File: src/rtl/multicycle_control_unit_pkg.sv
// multicycle_control_unit_pkg: opcodes, ALU codes, mux encodings and FSM states shared by the controller files
package multicycle_control_unit_pkg;
    localparam logic [5:0] OP_R    = 6'b000000;
    localparam logic [5:0] OP_ADDI = 6'b001000;
    localparam logic [5:0] OP_SUBI = 6'b001010;
    localparam logic [5:0] OP_LW   = 6'b100011;
    localparam logic [5:0] OP_SW   = 6'b101011;
    localparam logic [5:0] OP_BEQ  = 6'b000010;
    localparam logic [5:0] OP_BNE  = 6'b000101;
    localparam logic [5:0] OP_J    = 6'b000001;
    localparam logic [5:0] ALU_ADD = 6'b011000;
    localparam logic [5:0] ALU_SUB = 6'b011001;
    localparam logic [1:0] SRC_B_REG    = 2'b00;
    localparam logic [1:0] SRC_B_FOUR   = 2'b01;
    localparam logic [1:0] SRC_B_IMM    = 2'b10;
    localparam logic [1:0] SRC_B_IMM_SH = 2'b11;
    localparam logic [1:0] PC_SRC_ALU    = 2'b00;
    localparam logic [1:0] PC_SRC_ALUOUT = 2'b01;
    localparam logic [1:0] PC_SRC_JUMP   = 2'b10;
    typedef enum logic [3:0] {
        FETCH, DECODE, EXEC_R, EXEC_I, MEM_ADDR, MEM_RD, MEM_WR,
        WB_R, WB_I, WB_MEM, BRANCH, JUMP, TRAP
    } state_t;
endpackage

File: src/rtl/multicycle_control_unit_if.sv
// multicycle_control_unit_if: memory handshake (master drives mem_req/mem_we/iord, slave drives mem_ready)
interface multicycle_control_unit_if;
    logic mem_req;
    logic mem_we;
    logic iord;
    logic mem_ready;
    modport master (output mem_req, mem_we, iord, input mem_ready);
    modport slave (input mem_req, mem_we, iord, output mem_ready);
endinterface

File: src/rtl/multicycle_control_unit_output_decode.sv
// mcu_output_decode: state + opcode + mem_ready -> control vector, all zero while rst_n is low
module mcu_output_decode
    import multicycle_control_unit_pkg::*;
#(
    parameter int OP_W            = 6,
    parameter int FUNCT_W         = 6,
    parameter int SHAMT_W         = 5,
    parameter int HALT_ON_ILLEGAL = 1
) (
    input  state_t             state,
    input  logic               rst_n,
    input  logic               mem_ready,
    input  logic [OP_W-1:0]    op,
    input  logic [FUNCT_W-1:0] funct,
    input  logic [SHAMT_W-1:0] amount,
    output logic               mem_req,
    output logic               mem_we,
    output logic               iord,
    output logic               ir_write,
    output logic               mdr_write,
    output logic               pc_write,
    output logic               pc_write_eq,
    output logic               pc_write_ne,
    output logic [1:0]         pc_src,
    output logic               alu_src_a,
    output logic [1:0]         alu_src_b,
    output logic [FUNCT_W-1:0] alu_control,
    output logic [SHAMT_W-1:0] shift_contr,
    output logic               reg_write,
    output logic               reg_dst,
    output logic               mem_to_reg,
    output logic               illegal
);
    always_comb begin
        mem_req     = 1'b0;
        mem_we      = 1'b0;
        iord        = 1'b0;
        ir_write    = 1'b0;
        mdr_write   = 1'b0;
        pc_write    = 1'b0;
        pc_write_eq = 1'b0;
        pc_write_ne = 1'b0;
        pc_src      = PC_SRC_ALU;
        alu_src_a   = 1'b0;
        alu_src_b   = SRC_B_REG;
        alu_control = FUNCT_W'(ALU_ADD);
        shift_contr = '0;
        reg_write   = 1'b0;
        reg_dst     = 1'b0;
        mem_to_reg  = 1'b0;
        illegal     = 1'b0;
        case (state)
            FETCH: begin
                mem_req   = 1'b1;
                alu_src_b = SRC_B_FOUR;
                ir_write  = mem_ready;
                pc_write  = mem_ready;
            end
            DECODE: alu_src_b = SRC_B_IMM_SH;
            EXEC_R: begin
                alu_src_a   = 1'b1;
                alu_control = funct;
                shift_contr = amount;
            end
            EXEC_I: begin
                alu_src_a   = 1'b1;
                alu_src_b   = SRC_B_IMM;
                alu_control = (op == OP_W'(OP_SUBI)) ? FUNCT_W'(ALU_SUB) : FUNCT_W'(ALU_ADD);
            end
            MEM_ADDR: begin
                alu_src_a = 1'b1;
                alu_src_b = SRC_B_IMM;
            end
            MEM_RD: begin
                mem_req   = 1'b1;
                iord      = 1'b1;
                mdr_write = mem_ready;
            end
            MEM_WR: begin
                mem_req = 1'b1;
                mem_we  = 1'b1;
                iord    = 1'b1;
            end
            WB_R: begin
                reg_write = 1'b1;
                reg_dst   = 1'b1;
            end
            WB_I: reg_write = 1'b1;
            WB_MEM: begin
                reg_write  = 1'b1;
                mem_to_reg = 1'b1;
            end
            BRANCH: begin
                alu_src_a   = 1'b1;
                alu_control = FUNCT_W'(ALU_SUB);
                pc_src      = PC_SRC_ALUOUT;
                pc_write_eq = (op == OP_W'(OP_BEQ));
                pc_write_ne = (op == OP_W'(OP_BNE));
            end
            JUMP: begin
                pc_write = 1'b1;
                pc_src   = PC_SRC_JUMP;
            end
            TRAP: begin
                illegal     = 1'b1;
                alu_control = (HALT_ON_ILLEGAL != 0) ? '0 : FUNCT_W'(ALU_ADD);
            end
            default: ;
        endcase
        if (!rst_n)
            {mem_req, mem_we, iord, ir_write, mdr_write, pc_write, pc_write_eq, pc_write_ne, pc_src,
             alu_src_a, alu_src_b, alu_control, shift_contr, reg_write, reg_dst, mem_to_reg, illegal} = '0;
    end
endmodule

File: src/rtl/multicycle_control_unit.sv
// multicycle_control_unit: fetch/decode/execute/memory/write-back controller with memory handshake (mem), retire counter and illegal-opcode trap
module multicycle_control_unit
    import multicycle_control_unit_pkg::*;
#(
    parameter int OP_W            = 6,
    parameter int FUNCT_W         = 6,
    parameter int SHAMT_W         = 5,
    parameter int CNT_W           = 32,
    parameter int HALT_ON_ILLEGAL = 1
) (
    input  logic                i_clk,
    input  logic                i_rst_n,
    input  logic [OP_W-1:0]     i_op,
    input  logic [FUNCT_W-1:0]  i_funct,
    input  logic [SHAMT_W-1:0]  i_amount,
    multicycle_control_unit_if.master mem,
    output logic                o_ir_write,
    output logic                o_mdr_write,
    output logic                o_pc_write,
    output logic                o_pc_write_eq,
    output logic                o_pc_write_ne,
    output logic [1:0]          o_pc_src,
    output logic                o_alu_src_a,
    output logic [1:0]          o_alu_src_b,
    output logic [FUNCT_W-1:0]  o_alu_control,
    output logic [SHAMT_W-1:0]  o_shift_contr,
    output logic                o_reg_write,
    output logic                o_reg_dst,
    output logic                o_mem_to_reg,
    output logic                o_illegal,
    output logic [CNT_W-1:0]    o_retired
);
    state_t state, state_nxt;
    logic   retire;

    always_ff @(posedge i_clk) begin
        if (!i_rst_n) begin
            state     <= FETCH;
            o_retired <= '0;
        end else begin
            state     <= state_nxt;
            o_retired <= o_retired + CNT_W'(retire);
        end
    end

    always_comb begin
        state_nxt = state;
        retire    = 1'b0;
        case (state)
            FETCH: state_nxt = mem.mem_ready ? DECODE : FETCH;
            DECODE: state_nxt = (i_op == OP_W'(OP_R)) ? EXEC_R :
                                (i_op == OP_W'(OP_ADDI) || i_op == OP_W'(OP_SUBI)) ? EXEC_I :
                                (i_op == OP_W'(OP_LW) || i_op == OP_W'(OP_SW)) ? MEM_ADDR :
                                (i_op == OP_W'(OP_BEQ) || i_op == OP_W'(OP_BNE)) ? BRANCH :
                                (i_op == OP_W'(OP_J)) ? JUMP : TRAP;
            EXEC_R: state_nxt = WB_R;
            EXEC_I: state_nxt = WB_I;
            MEM_ADDR: state_nxt = (i_op == OP_W'(OP_LW)) ? MEM_RD : MEM_WR;
            MEM_RD: state_nxt = mem.mem_ready ? WB_MEM : MEM_RD;
            MEM_WR: begin
                retire    = mem.mem_ready;
                state_nxt = mem.mem_ready ? FETCH : MEM_WR;
            end
            WB_R, WB_I, WB_MEM, BRANCH, JUMP: begin
                retire    = 1'b1;
                state_nxt = FETCH;
            end
            TRAP: state_nxt = (HALT_ON_ILLEGAL != 0) ? TRAP : FETCH;
            default: state_nxt = FETCH;
        endcase
    end

    mcu_output_decode #(
        .OP_W(OP_W), .FUNCT_W(FUNCT_W), .SHAMT_W(SHAMT_W), .HALT_ON_ILLEGAL(HALT_ON_ILLEGAL)
    ) u_decode (
        .state(state),
        .rst_n(i_rst_n),
        .mem_ready(mem.mem_ready),
        .op(i_op),
        .funct(i_funct),
        .amount(i_amount),
        .mem_req(mem.mem_req),
        .mem_we(mem.mem_we),
        .iord(mem.iord),
        .ir_write(o_ir_write),
        .mdr_write(o_mdr_write),
        .pc_write(o_pc_write),
        .pc_write_eq(o_pc_write_eq),
        .pc_write_ne(o_pc_write_ne),
        .pc_src(o_pc_src),
        .alu_src_a(o_alu_src_a),
        .alu_src_b(o_alu_src_b),
        .alu_control(o_alu_control),
        .shift_contr(o_shift_contr),
        .reg_write(o_reg_write),
        .reg_dst(o_reg_dst),
        .mem_to_reg(o_mem_to_reg),
        .illegal(o_illegal)
    );
endmodule
File: src/flat_wrapper.sv
// flat-port wrapper written by rule: the top's interface ports become plain ports
module multicycle_control_unit_flat import multicycle_control_unit_pkg::*;
#(
    parameter int OP_W            = 6,
    parameter int FUNCT_W         = 6,
    parameter int SHAMT_W         = 5,
    parameter int CNT_W           = 32,
    parameter int HALT_ON_ILLEGAL = 1
)
  (i_clk, i_rst_n, i_op, i_funct, i_amount, o_ir_write, o_mdr_write, o_pc_write, o_pc_write_eq, o_pc_write_ne, o_pc_src, o_alu_src_a, o_alu_src_b, o_alu_control, o_shift_contr, o_reg_write, o_reg_dst, o_mem_to_reg, o_illegal, o_retired, mem_mem_req, mem_mem_we, mem_iord, mem_mem_ready);
  multicycle_control_unit_if mem_i ();
  input  logic i_clk;
  input  logic i_rst_n;
  input  logic [OP_W-1:0] i_op;
  input  logic [FUNCT_W-1:0] i_funct;
  input  logic [SHAMT_W-1:0] i_amount;
  output logic o_ir_write;
  output logic o_mdr_write;
  output logic o_pc_write;
  output logic o_pc_write_eq;
  output logic o_pc_write_ne;
  output logic [1:0] o_pc_src;
  output logic o_alu_src_a;
  output logic [1:0] o_alu_src_b;
  output logic [FUNCT_W-1:0] o_alu_control;
  output logic [SHAMT_W-1:0] o_shift_contr;
  output logic o_reg_write;
  output logic o_reg_dst;
  output logic o_mem_to_reg;
  output logic o_illegal;
  output logic [CNT_W-1:0] o_retired;
  output wire logic [$bits(mem_i.mem_req)-1:0] mem_mem_req;
  output wire logic [$bits(mem_i.mem_we)-1:0] mem_mem_we;
  output wire logic [$bits(mem_i.iord)-1:0] mem_iord;
  input wire logic [$bits(mem_i.mem_ready)-1:0] mem_mem_ready;
  assign mem_mem_req = mem_i.mem_req;
  assign mem_mem_we = mem_i.mem_we;
  assign mem_iord = mem_i.iord;
  assign mem_i.mem_ready = mem_mem_ready;
  multicycle_control_unit #(.OP_W(OP_W), .FUNCT_W(FUNCT_W), .SHAMT_W(SHAMT_W), .CNT_W(CNT_W), .HALT_ON_ILLEGAL(HALT_ON_ILLEGAL)) u_core (.i_clk(i_clk), .i_rst_n(i_rst_n), .i_op(i_op), .i_funct(i_funct), .i_amount(i_amount), .mem(mem_i), .o_ir_write(o_ir_write), .o_mdr_write(o_mdr_write), .o_pc_write(o_pc_write), .o_pc_write_eq(o_pc_write_eq), .o_pc_write_ne(o_pc_write_ne), .o_pc_src(o_pc_src), .o_alu_src_a(o_alu_src_a), .o_alu_src_b(o_alu_src_b), .o_alu_control(o_alu_control), .o_shift_contr(o_shift_contr), .o_reg_write(o_reg_write), .o_reg_dst(o_reg_dst), .o_mem_to_reg(o_mem_to_reg), .o_illegal(o_illegal), .o_retired(o_retired));
endmodule
File: config.mk
export PLATFORM = sky130hd
export DESIGN_NAME = multicycle_control_unit_flat
export DESIGN_NICKNAME = d
export VERILOG_FILES = /design/src/rtl/multicycle_control_unit_pkg.sv /design/src/rtl/multicycle_control_unit_if.sv /design/src/rtl/multicycle_control_unit_output_decode.sv /design/src/rtl/multicycle_control_unit.sv /design/src/flat_wrapper.sv
export SDC_FILE = /design/constraint.sdc
export NUM_CORES = 1
export LEC_CHECK = 0
export CAP_MARGIN = 20
export CORE_MARGIN = 4
export CORE_UTILIZATION = 32
export CTS_BUF_LIST = sky130_fd_sc_hd__clkbuf_16
export DETAILED_ROUTE_END_ITERATION = 12
export PLACE_DENSITY = 0.59
export SKIP_LAST_GASP = 1
export SYNTH_ARGS = -nofsm -noshare
export SYNTH_HDL_FRONTEND = slang
export SYNTH_HIERARCHICAL = 1
export SYNTH_SLANG_ARGS = --single-unit
File: constraint.sdc
create_clock -name i_clk -period 2.82 [get_ports i_clk]
set_clock_uncertainty 0.15 [all_clocks]
set_input_delay 0.705 -clock i_clk [delete_from_list [all_inputs] [get_ports i_clk]]
set_output_delay 0.705 -clock i_clk [all_outputs]
set_load 0.01 [all_outputs]
# Yosys cells after proc, flatten, opt, wreduce, memory -nomap -nowiden
# Index checks and enable logic that the tools add are counted.
# op_classes
add_sub_neg	1
eq_ne	19
mux	46
n_reduce_logical	11
# ops
cell	count
32-bit by 1-bit adder with 32-bit output	1
4-bit one-hot mux with 8 select lines	1
1-bit two-way mux	27
6-bit one-hot mux with 4 select lines	1
4-bit equality test (second input constant)	5
4-bit two-way mux	5
4-bit by 3-bit equality test with 1-bit output (second input constant)	4
6-bit by 4-bit equality test with 1-bit output (second input constant)	2
6-bit equality test (second input constant)	2
5-bit two-way mux	2
4-bit by 2-bit equality test with 1-bit output (second input constant)	2
6-bit by 1-bit equality test with 1-bit output (second input constant)	1
6-bit by 2-bit equality test with 1-bit output (second input constant)	1
6-bit by 3-bit equality test with 1-bit output (second input constant)	1
6-bit zero test	1
2-bit two-way mux	3
3-bit two-way mux	2
6-bit two-way mux	1
2-bit one-hot mux with 3 select lines	1
3-bit OR reduction	2
5-bit OR reduction	1
4-bit by 1-bit equality test with 1-bit output (second input constant)	1
4-bit zero test	1
1-bit one-hot mux with 2 select lines	2
other kinds (4)	7
# word_totals
reg_bits	36
in_bits	20
wordCells	79

# Logic depth before layout (Yosys ltp)
# logic_depth
ltp_word	7
ltp_mapped	10
depth_no_buf	9

# By module
# The synthesis kept the hierarchy.
# by_module_without_submodules
mod	instances	cells_each	area_each_um2
multicycle_control_unit	1	223	1855.5
mcu_output_decode	1	64	451.7

# Worst setup path before layout
# Ideal clock, no wire load.
# synth_timing
path_kind	reg-to-reg
from	register u_core.state[0]
to	register u_core.o_retired[20]
setup_time_ns	0.070
arrival_ns	2.759
t_required_ns	2.600
setup_slack_ns	-0.159
path_stages_with_launch	11
path_cell_list	dfxtp_1 -> clkbuf_1 -> o2111ai_1 -> o21ai_0 -> ha_1 -> ha_1 -> nand4_2 -> or4_1 -> clkbuf_2 -> or4_1 -> a21oi_1
# synth_via
elab_chain_len	4
# synth_lines
element	line	text
start, declared	multicycle_control_unit.sv:33	state_t state, state_nxt;
start signal, assigned	multicycle_control_unit.sv:41	state <= state_nxt;
4-bit by 3-bit equality test with 1-bit output / 4-bit equality test (equally long branches)	multicycle_control_unit.sv:49	case (state)
5-bit OR reduction	multicycle_control_unit.sv:49	
1-bit one-hot mux with 2 select lines (*)	multicycle_control_unit.sv:49	
32-bit by 1-bit adder with 32-bit output (*)	multicycle_control_unit.sv:42	o_retired <= o_retired + CNT_W'(retire);
end signal, assigned	multicycle_control_unit.sv:42	
end, declared	multicycle_control_unit.sv:31	output logic [CNT_W-1:0] o_retired
# Every way passes the cells marked *; elsewhere a longest branch is shown, timed or not.
# A chain may end at the register's enable or synchronous reset.

# Final worst setup path
# layout_timing
from	input i_rst_n
to	output o_pc_write
# layout_via
elab_chain_len	1
# layout_lines
element	line	text
start, declared	flat_wrapper.sv:13	input logic i_rst_n;
1-bit two-way mux	multicycle_control_unit_output_decode.sv:110	if (!rst_n)
end, declared	flat_wrapper.sv:19	output logic o_pc_write;
# Every way passes these cells.

==> reports/summary.txt <==
die area -> 8632 sq um
core box area -> 6907 sq um
final-report hold violation count -> 0
# IOs -> 80
Residual DRC -> 0
WP data arrival -> 1.90 ns
detail-routed via count per cell -> 5.010
Layout Utilization -> 0.5158
Routed WL -> 6764 um
HPWL after DPL -> 5037 um
clk slew on worst S/H paths -> 0.05 ns
Max IR drop VDD -> 0.3070 mV
Buf+Inv Stages, Crit Path -> 2
CTS tree -> yes
pin count of the biggest net entering global routing -> 28
max-slew violation count -> 0
Final #Nets -> 412
Crit Path Max Fanout -> 4
Yosys warning total -> 6
synthesized cell area -> 2307 sq um
worst hold slack -> 0.3336 ns
number of DRC markers in iteration 0 -> 48
commonest non-fill, non-tap cell in the layout -> clkdlybuf4s50_1
Worst EP required -> 1.97 ns
Peak Freq -> 363.5 MHz
Num CTS Buffers -> 5
sequential area share after synthesis -> 0.3124
fin area -> 3562 sq um
kind of critical path -> input port to output pin
clock root buffer -> clkbuf_16
CTS H-tree lvls -> 2
DP Area -> 3359 sq um
P per Cell Area -> 516.8 nW/um^2
#FFs+latches synth -> 36
commonest non-fill, non-tap cells in the layout -> 47 x clkdlybuf4s50_1, 33 x dfxtp_1, 30 x buf_4, 29 x nor2_1, 25 x dlygate4sd2_1
drt wl/cell -> 13.89 um
proportion of layout cells with a drive suffix above 1 -> 0.1841
fill count -> 716
Placer Congestion -> 0.7715
number of synthesized flops with an enable pin -> 0
CP peak stage delay -> 0.40 ns
fin crit period -> 2.751 ns
MaxCap Viol Count -> 0
vias in the first global route -> 2292
unrepaired setup endpoints after global routing -> yes
post-route clock period utilization -> 0.9756
I/O Buffers -> 79
hold_buf cts -> 0
DRT Pass-1 Iters -> 4
Syn Nets -> 309
GRT overflow -> 0
critical path capture point type -> output pin
std cell rows -> 30
Vias -> 2440
mean post-synth cell area -> 8.039 sq um
Startpoint Class -> input port
Worst slew margin -> 0.6957
status -> complete, no violations
Netlist cell types -> 54
Die Span Y -> 92.91 um
ys async rst share -> 0
Slowest-stage cell, CP -> or3b_4
Die Wd -> 92.91 um
final setup violation count -> 0
static leakage -> 1.411 nW
initial antenna violation count -> 0
Layout area overhead -> 54.39%
ANT cells -> 0
initial core utilization -> 0.3341
Total GRT Usage -> 0.1600
Worst Tran Pin Value -> 0.4558 ns
Hold Path Class -> register to register
critical path's top delay family -> simple AND/OR/NAND/NOR gates
Synth Instances -> 287
Synth Flop Type -> dfxtp_1
cells along the critical path -> clkbuf_2, or3b_4, nor4b_4, or2_2, dlygate4sd2_1
first-pass GRT wire length -> 11300 um
Worst-Skew Late Latency -> 0.28 ns
clock sinks -> 36
antenna viol nets, final -> 0
Longest Clk Path Bufs -> 2
==> layout make-up <==
class | instances | area [sq um] | area share
multi-input cells | 229 | 1531 | 0.4299
repair buffers | 112 | 999.7 | 0.2806
flip-flops and latches | 36 | 724.4 | 0.2034
clock buffers | 5 | 125.1 | 0.03512
well taps | 96 | 120.1 | 0.03372
clock inverters | 3 | 38.79 | 0.01089
inverters | 6 | 22.52 | 0.006322
==> cells by family after synthesis <==
group	synth area share
adders and majority gates	0.01084
DFF	0.3124
AOI/OAI and AO/OA	0.1491
and+or+nand+nor	0.3991
buffers and inverters	0.05314
muxes	0.02603
xor gates and xnor gates	0.04935
==> sequential cells by signal, indices dropped and copies added (netlist names) <==
register and cells:
u_core/o_retired 32, u_core/state 4
==> worst register-to-register path, delay by kind of cell (launching register included) <==
| family | cells | cell delay, ns |
|---|---|---|
| AND/OR/NAND/NOR | 3 | 0.79 |
| buffers and inverters | 4 | 0.56 |
| flip-flops | 1 | 0.38 |
| AO/OA/AOI/OAI | 3 | 0.36 |
| adder cells (fa/ha/maj) | 1 | 0.23 |
==> cells in the mapped netlist, types with 3 or more instances <==
cell type	instances	area share
nand3_1	10	0.022
or4_1	7	0.023
xor2_1	8	0.030
or3_1	10	0.027
buf_6	4	0.020
o31ai_1	6	0.020
nand4_1	7	0.019
and2_1	11	0.030
dfxtp_1	36	0.31
nor2b_1	4	0.011
mux2i_1	6	0.026
a21oi_1	23	0.050
and4_1	3	0.011
nor3_1	7	0.015
and3_1	4	0.011
inv_1	5	0.0081
o41ai_1	3	0.011
or4b_1	3	0.013
xnor2_1	5	0.019
o21ai_0	15	0.033
nor2_1	29	0.047
nor4b_1	3	0.011
clkbuf_1	8	0.013
nand2_1	22	0.036
nand2b_1	11	0.030
==> power by group <==
part	total [W]	switching, W	internal, W
Sequential	0.000582	0.0000431	0.000539
Combinational	0.000646	0.000318	0.000328
Clock	0.000613	0.000201	0.000412
Total	0.00184	0.000562	0.00128
==> per-layer routing <==
metal / up-vias / routed length (um) / part of all wire / GRT usage
li1: 1244 / - / - / -
met1: 1148 / 3183 / 0.47 / 0.2229
met2: 46 / 3303 / 0.49 / 0.2549
met3: 2 / 257 / 0.038 / 0.03981
met4: 0 / 20 / 0.0030 / 0.02320
met5: - / 0 / 0 / 0
==> worst paths after layout <==
kind                                                 startpoint                               to  slack, ns  cells past startpoint
worst max register to register       u_core/state[0]$_SDFF_PN0_  u_core/o_retired[27]$_SDFF_PN0_       0.28                     11
worst max-delay path                                    i_rst_n                       o_pc_write       0.07                      5
worst min-delay path            u_core/o_retired[31]$_SDFF_PN0_  u_core/o_retired[31]$_SDFF_PN0_       0.33                      2
worst min register to register  u_core/o_retired[31]$_SDFF_PN0_  u_core/o_retired[31]$_SDFF_PN0_       0.33                      2
==> metrics by stage <==
stage | worst slack [ns] | setup TNS (ns) | cells | power [W]
2_1_floorplan | 0.07177 | 0 | 287 | 0.0009955
3_3_place_gp | -0.5974 | -17.61 | 475 | 0.001248
3_5_place_dp | -0.6155 | -18.18 | 475 | 0.001252
4_1_cts | -0.1012 | -0.1029 | 486 | 0.001849
5_1_grt | -0.008750 | -0.01025 | 487 | 0.001957
6_report | 0.06874 | 0 | 487 | 0.001841
==> repair_timing <==
action / 4_1_cts / 5_1_grt
buffers inserted: 3 / 1
pin swaps: 9 / 8
resized for setup: 50 / 15
setup endpoints to repair: 39 / 26
cloned: 0 / 0
No activity file was read; power rests on OpenSTA's default activity.
